## src/rtl/alu_exec_unit_if.sv

```systemverilog
// Request/response bundle between the ALU control decoder and the execute stage.
// Latency: none (wires only).
// Backpressure: busy from the slave tells the master that start is being ignored.
// Ports (slave view): start, alu_control, a, b in; result, zero, overflow, done, busy out.
interface alu_exec_unit_if #(
  parameter int WIDTH = 16
);
  logic             start;
  logic [2:0]       alu_control;
  logic [WIDTH-1:0] a;
  logic [WIDTH-1:0] b;
  logic [WIDTH-1:0] result;
  logic             zero;
  logic             overflow;
  logic             done;
  logic             busy;

  modport master (
    output start, alu_control, a, b,
    input  result, zero, overflow, done, busy
  );

  modport slave (
    input  start, alu_control, a, b,
    output result, zero, overflow, done, busy
  );
endinterface

```

## src/rtl/alu_exec_unit.sv

```systemverilog
// Execute stage: registered ALU result and flags; MUL is an iterative shift-add.
// Latency: 1 clock for single-cycle ops, WIDTH+1 clocks start->done for MUL.
// Backpressure: busy is high while a MUL iterates; start is ignored while busy.
// Ports: clk, rst_n (async, active-low), bus (slave): start/alu_control/a/b in,
//        result/zero/overflow/done/busy out.
module alu_exec_unit #(
  parameter int WIDTH = 16
) (
  input  logic          clk,
  input  logic          rst_n,
  alu_exec_unit_if.slave bus
);

  localparam int SHW = $clog2(WIDTH);

  localparam logic [2:0] OP_ADD = 3'd0;
  localparam logic [2:0] OP_SUB = 3'd1;
  localparam logic [2:0] OP_AND = 3'd2;
  localparam logic [2:0] OP_OR  = 3'd3;
  localparam logic [2:0] OP_SLT = 3'd4;
  localparam logic [2:0] OP_MUL = 3'd5;
  localparam logic [2:0] OP_SLL = 3'd6;
  localparam logic [2:0] OP_SRL = 3'd7;

  typedef enum logic {
    ST_IDLE,
    ST_MUL
  } state_t;

  state_t           state;
  logic [WIDTH-1:0] result_q;
  logic             overflow_q;
  logic             done_q;
  logic             busy_q;
  logic [WIDTH-1:0] mcand;
  logic [WIDTH-1:0] mplier;
  logic [WIDTH-1:0] acc;
  logic [SHW-1:0]   cnt;

  logic [WIDTH-1:0] sum;
  logic [WIDTH-1:0] diff;
  logic [SHW-1:0]   shamt;
  logic [WIDTH-1:0] alu_res;
  logic             alu_ovf;
  logic [WIDTH-1:0] acc_nxt;

  always_comb begin
    sum     = bus.a + bus.b;
    diff    = bus.a - bus.b;
    shamt   = bus.b[SHW-1:0];
    alu_res = '0;
    alu_ovf = 1'b0;
    case (bus.alu_control)
      OP_ADD: begin
        alu_res = sum;
        alu_ovf = (bus.a[WIDTH-1] == bus.b[WIDTH-1]) && (sum[WIDTH-1] != bus.a[WIDTH-1]);
      end
      OP_SUB: begin
        alu_res = diff;
        alu_ovf = (bus.a[WIDTH-1] != bus.b[WIDTH-1]) && (diff[WIDTH-1] != bus.a[WIDTH-1]);
      end
      OP_AND: alu_res = bus.a & bus.b;
      OP_OR:  alu_res = bus.a | bus.b;
      OP_SLT: alu_res = {{(WIDTH-1){1'b0}}, ($signed(bus.a) < $signed(bus.b))};
      OP_SLL: alu_res = bus.a << shamt;
      OP_SRL: alu_res = bus.a >> shamt;
      default: alu_res = '0;  // MUL is handled by the iterative path
    endcase
  end

  // Only the low WIDTH product bits are kept, so the multiplicand can shift
  // out of a WIDTH-bit register without losing anything that matters.
  always_comb begin
    acc_nxt = mplier[0] ? (acc + mcand) : acc;
  end

  always_ff @(posedge clk or negedge rst_n) begin
    if (!rst_n) begin
      state      <= ST_IDLE;
      result_q   <= '0;
      overflow_q <= 1'b0;
      done_q     <= 1'b0;
      busy_q     <= 1'b0;
      mcand      <= '0;
      mplier     <= '0;
      acc        <= '0;
      cnt        <= '0;
    end else begin
      done_q <= 1'b0;
      if (state == ST_IDLE) begin
        if (bus.start) begin
          if (bus.alu_control == OP_MUL) begin
            mcand  <= bus.a;
            mplier <= bus.b;
            acc    <= '0;
            cnt    <= '0;
            busy_q <= 1'b1;
            state  <= ST_MUL;
          end else begin
            result_q   <= alu_res;
            overflow_q <= alu_ovf;
            done_q     <= 1'b1;
          end
        end
      end else begin
        acc    <= acc_nxt;
        mcand  <= mcand << 1;
        mplier <= mplier >> 1;
        cnt    <= cnt + 1'b1;
        // Last iteration retires straight into the result register.
        if (cnt == SHW'(WIDTH - 1)) begin
          result_q   <= acc_nxt;
          overflow_q <= 1'b0;
          done_q     <= 1'b1;
          busy_q     <= 1'b0;
          state      <= ST_IDLE;
        end
      end
    end
  end

  assign bus.result   = result_q;
  assign bus.zero     = (result_q == '0);
  assign bus.overflow = overflow_q;
  assign bus.done     = done_q;
  assign bus.busy     = busy_q;

endmodule
```

## src/flat_wrapper.sv

```systemverilog
// flat-port wrapper written by rule: the top's interface ports become plain ports
module alu_exec_unit_flat 
#(
  parameter int WIDTH = 16
)
  (clk, rst_n, bus_start, bus_alu_control, bus_a, bus_b, bus_result, bus_zero, bus_overflow, bus_done, bus_busy);
  alu_exec_unit_if #(.WIDTH(WIDTH)) bus_i ();
  input  logic clk;
  input  logic rst_n;
  input wire logic [$bits(bus_i.start)-1:0] bus_start;
  input wire logic [$bits(bus_i.alu_control)-1:0] bus_alu_control;
  input wire logic [$bits(bus_i.a)-1:0] bus_a;
  input wire logic [$bits(bus_i.b)-1:0] bus_b;
  output wire logic [$bits(bus_i.result)-1:0] bus_result;
  output wire logic [$bits(bus_i.zero)-1:0] bus_zero;
  output wire logic [$bits(bus_i.overflow)-1:0] bus_overflow;
  output wire logic [$bits(bus_i.done)-1:0] bus_done;
  output wire logic [$bits(bus_i.busy)-1:0] bus_busy;
  assign bus_i.start = bus_start;
  assign bus_i.alu_control = bus_alu_control;
  assign bus_i.a = bus_a;
  assign bus_i.b = bus_b;
  assign bus_result = bus_i.result;
  assign bus_zero = bus_i.zero;
  assign bus_overflow = bus_i.overflow;
  assign bus_done = bus_i.done;
  assign bus_busy = bus_i.busy;
  alu_exec_unit #(.WIDTH(WIDTH)) u_core (.clk(clk), .rst_n(rst_n), .bus(bus_i));
endmodule
```

## config.mk

```make
export PLATFORM = sky130hd
export DESIGN_NAME = alu_exec_unit_flat
export DESIGN_NICKNAME = d
export VERILOG_FILES = /design/src/rtl/alu_exec_unit_if.sv /design/src/rtl/alu_exec_unit.sv /design/src/flat_wrapper.sv
export SDC_FILE = /design/constraint.sdc
export NUM_CORES = 1
export LEC_CHECK = 0
export BUFFER_PORTS_ARGS = -buffer_cell sky130_fd_sc_hd__clkbuf_2
export CAP_MARGIN = 15
export CORE_MARGIN = 2
export CORE_UTILIZATION = 60
export DETAILED_ROUTE_END_ITERATION = 10
export PLACE_DENSITY = 0.88
export SLEW_MARGIN = 20
export SYNTH_ARGS = -nofsm -noshare
export SYNTH_HDL_FRONTEND = slang
export SYNTH_SLANG_ARGS = --single-unit
```

## constraint.sdc

```tcl
create_clock -name clk -period 4 [get_ports clk]
set_input_delay 0.8 -clock clk [delete_from_list [all_inputs] [get_ports clk]]
set_output_delay 0.8 -clock clk [all_outputs]
set_load 0.05 [all_outputs]
```

==> results.json <==
{
  "final_nets": 1121,
  "p_sw_frac": 0.472,
  "start_util": 0.611,
  "synth_common_cells": "nor2_1 (124), nand2_1 (106), a21oi_1 (83)",
  "final_area_sq_um": 8390,
  "grtUsageMet1": 0.511,
  "finalPower_mw": 4.11,
  "coreArea_sq_um": 12500,
  "clkSinkCount": 72,
  "register_area_sq_um": 1800,
  "p_seq_frac": 0.313,
  "p_sw_mw": 1.94,
  "hold-worst-slack_ps": 491,
  "multiInputGateArea_sq_um": 5420,
  "overflow": 0,
  "synthTopCellsByArea": "dfrtp_1 (24%), ha_1 (12%), nor2_1 (6.1%)",
  "die_w_um": 117,
  "avgViaCountPerCell": 6.73,
  "synthArstFlopShare": 1.00,
  "ys_warn_count": 0,
  "hold_buffers": 0,
  "gr-usage-met2": 0.582,
  "finalCritPeriodShare": 0.925,
  "critical-path-slowest-cell": "a2111oi_0",
  "ff2ff_setup_slack_ps": 990,
  "final_antenna_net_count": 0,
  "yosys.area.top_type": "dfrtp_1",
  "dpl.hpwl_mm": 18.7,
  "grt.total_usage": 0.379,
  "avgRoutedWirePerCell_um": 21.4,
  "drt-pass1-iter-count": 8,
  "fmax_mhz": 270,
  "status": "complete, no violations",
  "n_fill_cell": 1106,
  "first_iter_violations": 1231,
  "startpoint_type": "input port",
  "synth_edf_count": 0,
  "path_cells": "clkbuf_2 > ha_1 > fa_1 > or2_0 > a221oi_1 > nor2_1 > o41ai_2 > a221oi_2 > a2111oi_0 > o31ai_1 > a21oi_1",
  "synth_top_area_frac": 0.235,
  "gp_congestion": 1.06,
  "gr-usage-met3": 0.0947,
  "clockBufferDepth": 2,
  "path_max_fanout": 10,
  "num_vias": 7961,
  "grt_setup_unrepaired": "no",
  "setup_violations": 0,
  "power.share.combinational": 0.485,
  "final_core_util": 0.670,
  "grt_busiest_layer": "met2",
  "synth_area_sq_um": 7650,
  "hold_viol": 0,
  "cp_slowest_stage_delay_ps": 520,
  "post-route-min-period_ps": 3700,
  "syn_avg_cell_area_sq_um": 7.84,
  "cts_inserted_buffers": 9,
  "fin_cells": 1183,
  "internal_power_mw": 2.17,
  "clockRootBuffer": "clkbuf_16",
  "yosys.cell_count.top_type": "nor2_1",
  "ys_types": 79,
  "cts_htree_levels": 3,
  "grt_max_degree": 73,
  "drt_wl_total_mm": 25.3,
  "io_pins": 58,
  "syn2layout_area_growth_pct": 9.60,
  "critPathArrivalTime_ps": 3980,
  "ys_seq_area_frac": 0.235,
  "cts_setup_buffers": 0,
  "fp.dieH_um": 117,
  "antenna_cells": 0,
  "setup_ws_ps": 300,
  "ctsResizeCount": 0,
  "path_class": "input port to flop",
  "synthFlopType": "dfrtp_1",
  "finalMaxSlewViolations": 0,
  "finalSetupTns_ps": 0,
  "clk_latency_ps": 350,
  "cp_num_buf_inv": 1,
  "dp.cells": 1167,
  "worstPathRequired_ps": 4280,
  "final_layout_size_suffix_gt1_frac": 0.140,
  "min_path_type": "flop to flop",
  "cpLargestDelayFamily": "compound AO/OA/AOI/OAI gates",
  "pre_cts_ws_ps": 55.9,
  "skew_ps": 7.96,
  "grt_antenna_before_repair": 0,
  "port-buffer-count": 57,
  "cp-end-kind": "flop",
  "worst_pin_slew_ps": 924,
  "p_leak_nw": 3.94,
  "dpl_cell_area_sq_um": 8090,
  "power_density_nw_per_um2": 490,
  "drv_cap": 0,
  "synthCells": 976,
  "grt_pass1_wl_mm": 39.4,
  "cts.clk_slew.worst_paths_ps": 60,
  "irDropWorstVdd_v": 0.000247,
  "syn-num-nets": 1091,
  "clock_power_share": 0.203,
  "slew_headroom": 0.384,
  "cts_tree": "yes",
  "grt_pass1_vias": 7225,
  "die_area_sq_um": 13700,
  "rows": 41,
  "ys_ff_latch": 72,
  "drc": 0
}
==> tightest hold or removal path, delay by kind of cell, from the launching register on <==
kind | cells | cell delay, ps
compound gates | 1 | 60
flops | 1 | 340
simple gates | 1 | 50
==> power groups by stage <==
| stage | sequential, mW | clock, mW | combinational (mW) |
|---|---|---|---|
| 3_3_place_gp | 1.27 | 0 | 1.89 |
| 3_5_place_dp | 1.28 | 0 | 1.94 |
| 6_report | 1.28 | 0.833 | 1.99 |
| 2_1_floorplan | 1.43 | 0 | 1.22 |
| 5_1_grt | 1.32 | 0.867 | 2.16 |
| 4_1_cts | 1.27 | 0.838 | 1.96 |
==> logic make-up (layout without fill, tap and decap cells) <==
family	count (synthesis)	after routing	synth area share
muxes	57	57	0.0979
and+or+nand+nor	337	337	0.202
buffers and inverters	112	147	0.0561
AOI/OAI and AO/OA	300	300	0.255
xor gates and xnor gates	21	21	0.0240
DFF	72	72	0.235
adders and majority gates	77	77	0.129
==> placed cells by master, fill, tap and decap left out, drive strengths merged, types with 9 or more instances in the layout <==
cell type / n
nand3: 18
dfrtp: 72
inv: 53
a21o: 16
a21oi: 83
nor4: 9
buf: 23
nor3: 21
mux4: 13
a211oi: 19
nor2: 124
mux2: 13
nand2: 106
xnor2: 15
o21ai: 79
clkbuf: 66
mux2i: 31
nand2b: 9
ha: 74
o211ai: 10
==> final timing paths <==
kind                                               from                                end  depth (start not counted)
setup / recovery                               bus_b[0]  u_core.bus.result[12]$_DFFE_PN0P_                         11
hold reg to reg            u_core.mplier[3]$_DFFE_PN0P_       u_core.mplier[2]$_DFFE_PN0P_                          2
min in group asynchronous                         rst_n       u_core.mcand[14]$_DFFE_PN0P_                          1
setup reg to reg              u_core.acc[0]$_DFFE_PN0P_  u_core.bus.result[14]$_DFFE_PN0P_                         10
hold / removal             u_core.mplier[3]$_DFFE_PN0P_       u_core.mplier[2]$_DFFE_PN0P_                          2
max in group asynchronous                         rst_n             u_core.state$_DFF_PN0_                          1
==> routing by layer <==
metal,share of wire,up-vias
met5,0,-
met4,0.045,0
met3,0.11,104
met2,0.44,526
met1,0.40,3743
li1,-,3588
==> registers in the layout, summed over array words and instances (netlist names) <==
register and flops:
u_core.bus.done 1, u_core.bus.busy 1, u_core.acc 16, u_core.cnt 4, u_core.bus.overflow 1, u_core.state 1
u_core.bus.result 16, u_core.mcand 16, u_core.mplier 16
==> final cells by class <==
type,count,area share
timing repair buffer,79,0.0540
inverter,52,0.0233
multi-input combinational,792,0.647
clock inverter,6,0.00806
tap,172,0.0257
sequential,72,0.215
clock buffer,10,0.0273
Note: power is estimated with default switching activity, not from simulation.
